==> src/rtl/ps2host_tx_if.sv <==
// PS/2 transmit request bundle between a command source and ps2host_tx.
// master: drives tx_data/tx_start; slave: returns tx_busy/tx_done/tx_err.
interface ps2host_tx_if;
    logic [7:0] tx_data;
    logic       tx_start;
    logic       tx_busy;
    logic       tx_done;
    logic       tx_err;

    modport master (
        output tx_data,
        output tx_start,
        input  tx_busy,
        input  tx_done,
        input  tx_err
    );

    modport slave (
        input  tx_data,
        input  tx_start,
        output tx_busy,
        output tx_done,
        output tx_err
    );
endinterface

==> src/rtl/ps2host_tx.sv <==
// PS/2 host-to-device transmitter: inhibit, request-to-send, 8 data bits
// LSB first, odd parity, stop, device ACK; runs on the dot clock.
// Ports: clk, rstn_i (async active-low), tx (ps2host_tx_if.slave:
//   tx_data, tx_start, tx_busy, tx_done, tx_err), ps2c_i/ps2d_i line
//   levels, ps2c_oe/ps2d_oe active-high pull-low enables.
// Option: define PS2TX_ACK_CHECK_EN to report a missing device ACK
//   through tx_err; otherwise only a timeout sets tx_err.
module ps2host_tx #(
    parameter int INHIBIT_CYCLES = 800,
    parameter int TIMEOUT_CYCLES = 120000
) (
    input  logic        clk,
    input  logic        rstn_i,
    ps2host_tx_if.slave tx,
    input  logic        ps2c_i,
    input  logic        ps2d_i,
    output logic        ps2c_oe,
    output logic        ps2d_oe
);

    localparam int INH_W = $clog2(INHIBIT_CYCLES);
    localparam int TO_W  = $clog2(TIMEOUT_CYCLES);

    localparam logic [INH_W-1:0] INH_LAST = INH_W'(INHIBIT_CYCLES - 1);
    localparam logic [TO_W-1:0]  TO_LAST  = TO_W'(TIMEOUT_CYCLES - 1);

    typedef enum logic [2:0] {
        S_IDLE,
        S_INHIBIT,
        S_REQ,
        S_SEND,
        S_ACK,
        S_WAITREL,
        S_DONE
    } state_t;

    state_t           state;
    logic [1:0]       c_sync;
    logic [1:0]       d_sync;
    logic             c_prev;
    logic             c_fall;
    logic [9:0]       shreg;
    logic [3:0]       bit_n;
    logic [INH_W-1:0] inh_cnt;
    logic [TO_W-1:0]  to_cnt;
    logic             to_hit;
    logic             ack_bad;
    logic             watched;

    // Synchronisers idle high so reset release never fakes a falling edge.
    always_ff @(posedge clk or negedge rstn_i) begin
        if (!rstn_i) begin
            c_sync <= 2'b11;
            d_sync <= 2'b11;
            c_prev <= 1'b1;
        end else begin
            c_sync <= {c_sync[0], ps2c_i};
            d_sync <= {d_sync[0], ps2d_i};
            c_prev <= c_sync[1];
        end
    end

    assign c_fall  = c_prev & ~c_sync[1];
    assign to_hit  = (to_cnt == TO_LAST);
    assign watched = (state == S_SEND) || (state == S_ACK)
                   || (state == S_WAITREL);

    always_ff @(posedge clk or negedge rstn_i) begin
        if (!rstn_i) begin
            state      <= S_IDLE;
            shreg      <= '0;
            bit_n      <= '0;
            inh_cnt    <= '0;
            to_cnt     <= '0;
            ack_bad    <= 1'b0;
            ps2c_oe    <= 1'b0;
            ps2d_oe    <= 1'b0;
            tx.tx_busy <= 1'b0;
            tx.tx_done <= 1'b0;
            tx.tx_err  <= 1'b0;
        end else if (watched && to_hit) begin
            // Timeout beats a coincident falling edge.
            ps2c_oe   <= 1'b0;
            ps2d_oe   <= 1'b0;
            tx.tx_done <= 1'b1;
            tx.tx_err  <= 1'b1;
            state     <= S_DONE;
        end else begin
            if (watched) begin
                if (c_fall) begin
                    to_cnt <= '0;
                end else begin
                    to_cnt <= to_cnt + TO_W'(1);
                end
            end

            case (state)
                S_IDLE: begin
                    if (tx.tx_start) begin
                        // Frame tail after the start bit: data, parity, stop.
                        shreg      <= {1'b1, ~^tx.tx_data, tx.tx_data};
                        inh_cnt    <= '0;
                        ps2c_oe    <= 1'b1;
                        tx.tx_busy <= 1'b1;
                        state      <= S_INHIBIT;
                    end
                end

                S_INHIBIT: begin
                    if (inh_cnt == INH_LAST) begin
                        ps2d_oe <= 1'b1;
                        state   <= S_REQ;
                    end else begin
                        inh_cnt <= inh_cnt + INH_W'(1);
                    end
                end

                S_REQ: begin
                    // Data stays low: that is the start bit.
                    ps2c_oe <= 1'b0;
                    to_cnt  <= '0;
                    bit_n   <= '0;
                    state   <= S_SEND;
                end

                S_SEND: begin
                    if (c_fall) begin
                        if (bit_n == 4'd10) begin
                            state <= S_ACK;
                        end else begin
                            bit_n   <= bit_n + 4'd1;
                            ps2d_oe <= ~shreg[0];
                            shreg   <= {1'b0, shreg[9:1]};
                        end
                    end
                end

                S_ACK: begin
`ifdef PS2TX_ACK_CHECK_EN
                    ack_bad <= d_sync[1];
`else
                    ack_bad <= 1'b0;
`endif
                    state <= S_WAITREL;
                end

                S_WAITREL: begin
                    if (c_sync[1] && d_sync[1]) begin
                        tx.tx_done <= 1'b1;
                        tx.tx_err  <= ack_bad;
                        state      <= S_DONE;
                    end
                end

                S_DONE: begin
                    tx.tx_done <= 1'b0;
                    tx.tx_err  <= 1'b0;
                    tx.tx_busy <= 1'b0;
                    ack_bad    <= 1'b0;
                    state      <= S_IDLE;
                end

                default: begin
                    state <= S_IDLE;
                end
            endcase
        end
    end

endmodule

==> src/flat_wrapper.sv <==
// flat-port wrapper written by rule: the top's interface ports become plain ports
module ps2host_tx_flat 
#(
    parameter int INHIBIT_CYCLES = 800,
    parameter int TIMEOUT_CYCLES = 120000
)
  (clk, rstn_i, ps2c_i, ps2d_i, ps2c_oe, ps2d_oe, tx_tx_data, tx_tx_start, tx_tx_busy, tx_tx_done, tx_tx_err);
  ps2host_tx_if tx_i ();
  input  logic clk;
  input  logic rstn_i;
  input  logic ps2c_i;
  input  logic ps2d_i;
  output logic ps2c_oe;
  output logic ps2d_oe;
  input wire logic [$bits(tx_i.tx_data)-1:0] tx_tx_data;
  input wire logic [$bits(tx_i.tx_start)-1:0] tx_tx_start;
  output wire logic [$bits(tx_i.tx_busy)-1:0] tx_tx_busy;
  output wire logic [$bits(tx_i.tx_done)-1:0] tx_tx_done;
  output wire logic [$bits(tx_i.tx_err)-1:0] tx_tx_err;
  assign tx_i.tx_data = tx_tx_data;
  assign tx_i.tx_start = tx_tx_start;
  assign tx_tx_busy = tx_i.tx_busy;
  assign tx_tx_done = tx_i.tx_done;
  assign tx_tx_err = tx_i.tx_err;
  ps2host_tx #(.INHIBIT_CYCLES(INHIBIT_CYCLES), .TIMEOUT_CYCLES(TIMEOUT_CYCLES)) u_core (.clk(clk), .rstn_i(rstn_i), .tx(tx_i), .ps2c_i(ps2c_i), .ps2d_i(ps2d_i), .ps2c_oe(ps2c_oe), .ps2d_oe(ps2d_oe));
endmodule
==> config.mk <==
export PLATFORM = sky130hd
export DESIGN_NAME = ps2host_tx_flat
export DESIGN_NICKNAME = d
export VERILOG_FILES = /design/src/rtl/ps2host_tx_if.sv /design/src/rtl/ps2host_tx.sv /design/src/flat_wrapper.sv
export SDC_FILE = /design/constraint.sdc
export NUM_CORES = 1
export LEC_CHECK = 0
export ABC_AREA = 0
export CAP_MARGIN = 20
export CORE_MARGIN = 3
export CORE_UTILIZATION = 35
export DETAILED_ROUTE_END_ITERATION = 6
export DONT_BUFFER_PORTS = 1
export SYNTH_ARGS = -nofsm -noshare
export SYNTH_HDL_FRONTEND = slang
export SYNTH_SLANG_ARGS = --single-unit
==> constraint.sdc <==
create_clock -name clk -period 2.3 [get_ports clk]
set_input_delay 0.23 -clock clk [delete_from_list [all_inputs] [get_ports clk]]
set_output_delay 0.23 -clock clk [all_outputs]
set_load 0.05 [all_outputs]
Word-level counts from Yosys, hierarchy flattened
Cells that the tools add are included.
- flip-flop bits (word level): 54
- input bits: 13
- output and inout bits: 5
- word-level logic and storage cells: 97
- add/sub/neg operators: 3
- equal/unequal tests: 19
- muxes and demuxes: 35
- bitwise logic cells: 4
- reduce and logical (&&, ||, !) cells: 23
- operator list (kind ; number):
    17-bit 2-to-1 mux ; 3
    10-bit 2-to-1 mux ; 5
    10-bit case mux with 2 select lines ; 2
    3-bit 2-to-1 mux ; 6
    3-bit case mux with 6 select lines ; 1
    17-bit by 1-bit adder with 17-bit output, second input constant ; 1
    17-bit == test, second input constant ; 1
    4-bit AND reduction ; 3
    10-bit by 1-bit adder with 10-bit output, second input constant ; 1
    10-bit == test, second input constant ; 1
    1-bit 2-to-1 mux ; 10
    1-bit case mux with 2 select lines ; 5
    5-bit AND reduction ; 2
    2-bit nonzero test ; 5
    3-bit == test, second input constant ; 3
    3-bit != test, second input constant ; 3
    3-bit nonzero test ; 3
    4-bit 2-to-1 mux ; 2
    4-bit case mux with 2 select lines ; 1
    8-bit XNOR reduction ; 1
    3-bit by 2-bit == test with 1-bit output, second input constant ; 2
    2-bit != test, second input constant ; 3
    3-bit by 2-bit != test with 1-bit output, second input constant ; 2
    2-bit AND reduction ; 3
    11 further kinds ; 15

Depth between registers and ports, before layout
- depth in word-level cells: 6
- depth in mapped cells: 8
- mapped depth without buffers: 7

Worst setup path before layout
No wires, ideal clock.
- path type: reg-to-reg
- start: register u_core.inh_cnt[0]
- end: register u_core.inh_cnt[5]
- library setup time: 0.083 ns
- arrival: 1.993 ns
- required time: 2.217 ns
- slack: 0.224 ns
- stages on the path, launching flop included: 8
- path buffers: 1
- period minus slack after synthesis: 2.076 ns
- cells stage by stage: dfrtp_1 ha_1 and4_1 a41o_1 or2_1 buf_2 or4_1 o21ai_0
- cells in the longest elaborated chain, start to end: 3
- elaborated cells on any way between the ends: 6
- classes of those cells: 1 x add/sub; 2 x eq/ne; 2 x mux; 1 x reduce/logical
- ends and longest elaborated chain (item ; RTL line ; text):
    start, declared ; ps2host_tx.sv:44 ; logic [INH_W-1:0] inh_cnt;
    start signal, assigned ; ps2host_tx.sv:114 ; inh_cnt <= inh_cnt + INH_W'(1);
    10-bit by 1-bit adder with 10-bit output or 10-bit == test (tied branches) ; ps2host_tx.sv:114, ps2host_tx.sv:110 ;
    10-bit 2-to-1 mux or 2-bit != test (tied branches) ; - ;
    10-bit case mux with 2 select lines or 4-bit AND reduction (tied branches) ; - ;
Parallel ways exist; a longest one is shown, timed or not. The select of a mux whose other input is x is not followed.
A chain may end at the register's enable or synchronous reset.

Worst setup path in the final report
Ends and elaborated chain as after synthesis.

==> reports/qor.csv <==
metric,value,unit
io_buffers,0,
final_cell_mix,"dfrtp_1, nand2_1, nor2_1",
layout_commonest_cell,dfrtp_1,
synth_edf_count,0,
grt_start_max_net_pins,55,
crit_family,simple AND/OR/NAND/NOR gates,
clock_power_share,17.6,%
grt_pass1_wl,12200,um
critPathKind,register to register,
total_power,0.00316,W
min_period,2140,ps
cp_slowest_stage_delay,500,ps
ys_top_cells_by_area,"dfrtp_1, dfstp_2, xnor2_1",
async_flop_share,100,%
hold_slack,99.4,ps
cts_tree,done,
worst_pin_slew,747,ps
grt_overflow,0,
grt_usage,15.0,%
required,2540,ps
core,0.00834,sq mm
hold_viol,0,
path_buf_inv,0,
synth-seq-area-share,44.6,%
dpl.cell_count,442,
power_density,919,mW/mm^2
ys_ff_latch,54,
postSynthAreaPerCell,9.26,sq um
yosys.area.top_type,dfrtp_1,
drv_slew,0,
arrival,2380,ps
fin_skew,3.81,ps
dr.pass1.iters,4,
relSlewSlack,50.2,%
syn-num-nets,346,
root_buffer,clkbuf_8,
seq_power_share,45.3,%
synth_cells,329,
grt.busiest_layer,met2,
setup-violations-final,0,
drive_gt1_share,14.6,%
fin_cells,454,
post_dp_cell_area,0.00328,sq mm
h-tree-depth,2,
syn_to_final_growth,12.8,%
ant_nets,0,
final_nets,365,
fp.dieW,99.3,um
met2_usage,23.6,%
fin_crit_sh,93.3,%
worstSetupStartpointType,register,
cts_buffer_depth,2,
crit_slowest_cell,or4_1,
diodes,0,
power_frac_comb,37.1,%
ir_drop,508,uV
maxCapViolations,0,
leakagePower,1.39,nW
routedWlPerCell,15.5,um
vias,2571,
syn_area,0.00305,sq mm
max_clock_freq,0.466,GHz
wirelength,7050,um
dominantRegCellSynth,dfrtp_1,
insertion_delay,310,ps
grt_use_met1,21.4,%
min-delay-path-class,primary input to register,
status,"finished, final reports clean",
grt.met3_usage,2.59,%
cts_buffers,5,
yosysUniqueCellTypes,51,
final_area,0.00344,sq mm
path_cells,ha_1 -> and4_1 -> a41o_1 -> or2_1 -> or4_1 -> o21ai_0,
critPathCaptureType,register,
synth_top_area_share,40.3,%
drt_iter0_markers,162,
die_h,99.3,um
fp.dieArea,0.00986,sq mm
row_count,33,
ios,18,
grt_pass1_vias,2545,
drc,0,
setup_tns,0,ps
start_util,36.5,%
yosys_warnings,0,
swShare,39.3,%
rsz0062_at_grt,false,
dpl.hpwl,5200,um
clkTransAtPathRegs,100,ps
intPower,0.00192,W
vias_per_cell,5.66,
place_congestion,0.856,
clkSinkCount,54,
cp_max_fo,7,
cts_setup_buffers,0,
p_sw,0.00124,W
antenna_found_initial,0,
## state kept, by name, indices dropped and copies added (netlist names), 2 cells and up
| register | count |
|---|---|
| u_core.shreg | 10 |
| u_core.to_cnt | 17 |
| u_core.bit_n | 4 |
| u_core.inh_cnt | 10 |
| u_core.state | 3 |
| u_core.d_sync | 2 |
| u_core.c_sync | 2 |
## power groups by stage
| stage | Combinational [W] | Sequential (W) | Clock (W) |
|---|---|---|---|
| 2_1_floorplan | 0.000869 | 0.00138 | 0 |
| 3_3_place_gp | 0.00112 | 0.00144 | 0 |
| 3_5_place_dp | 0.00115 | 0.00144 | 0 |
| 4_1_cts | 0.00118 | 0.00143 | 0.000575 |
| 5_1_grt | 0.00131 | 0.00146 | 0.000617 |
| 6_report | 0.00117 | 0.00143 | 0.000557 |
## cell type report
class | instances | area (sq um)
clock buffers | 5 | 68.8
clock inverters | 3 | 25.0
fillers | 835 | 4900
inverters | 4 | 15.0
multi-input cells | 257 | 1620
flip-flops and latches | 54 | 1360
well taps | 105 | 131
repair buffers | 26 | 223
## kinds of logic after synthesis
group / synth area share (%)
flip-flops: 44.6
AND/OR/NAND/NOR: 28.0
adder cells (fa/ha/maj): 1.64
multiplexers: 0.739
AO/OA/AOI/OAI: 17.3
buffers and inverters: 2.59
XOR/XNOR: 5.18
## cells in the mapped netlist (all sizes together), types with 7 or more instances
master,count
nand4,8
clkbuf,11
xnor2,15
dfrtp,49
o221a,8
a21oi,18
nor2,25
and3,8
nand3,12
nand2b,14
nor3,19
or4,7
nand2,28
a21o,7
o21ai,22
## worst reg2reg max path, stage by stage, from the launching register on
cell and delay, ps:
dfrtp_1 410, ha_1 240, and4_1 240, a41o_1 280, or2_1 320, or4_1 500
o21ai_0 80
## metal layers
metal / share of wire, % / wire length (um)
met3: 3.9 / 273
met2: 46 / 3280
met1: 48 / 3410
met5: 0 / 0
met4: 1.2 / 87
## worst paths after layout
kind / start / endpoint / slack [ps] / cells after the start
worst max-delay path: u_core.inh_cnt[0]$_DFFE_PN0P_ / u_core.inh_cnt[5]$_DFFE_PN0P_ / 160 / 6
worst min register to register: u_core.d_sync[0]$_DFF_PN1_ / u_core.d_sync[1]$_DFF_PN1_ / 360 / 0
worst max register to register: u_core.inh_cnt[0]$_DFFE_PN0P_ / u_core.inh_cnt[5]$_DFFE_PN0P_ / 160 / 6
min in group asynchronous: rstn_i / u_core.bit_n[3]$_DFFE_PN0P_ / 440 / 2
max in group asynchronous: rstn_i / u_core.c_sync[1]$_DFF_PN1_ / 1560 / 2
worst min-delay path: tx_tx_start / u_core.state[0]$_DFFE_PN0P_ / 100 / 2
## metrics by stage
step	setup WS (ps)	util [%]
final	155	41.2
after global routing	11.6	41.2
after CTS	136	41.1
after detailed placement	150	39.3
after global placement	197	39.3
after floorplan	224	-
## timing repair
| item | 4_1_cts | 5_1_grt |
|---|---|---|
| resized for setup | 0 | 1 |
| endpoints found under the setup margin | 0 | 7 |
| hold buffers | 4 | 0 |
| endpoints found under the hold margin | 56 | 0 |
No activity file was read; power rests on OpenSTA's default activity.
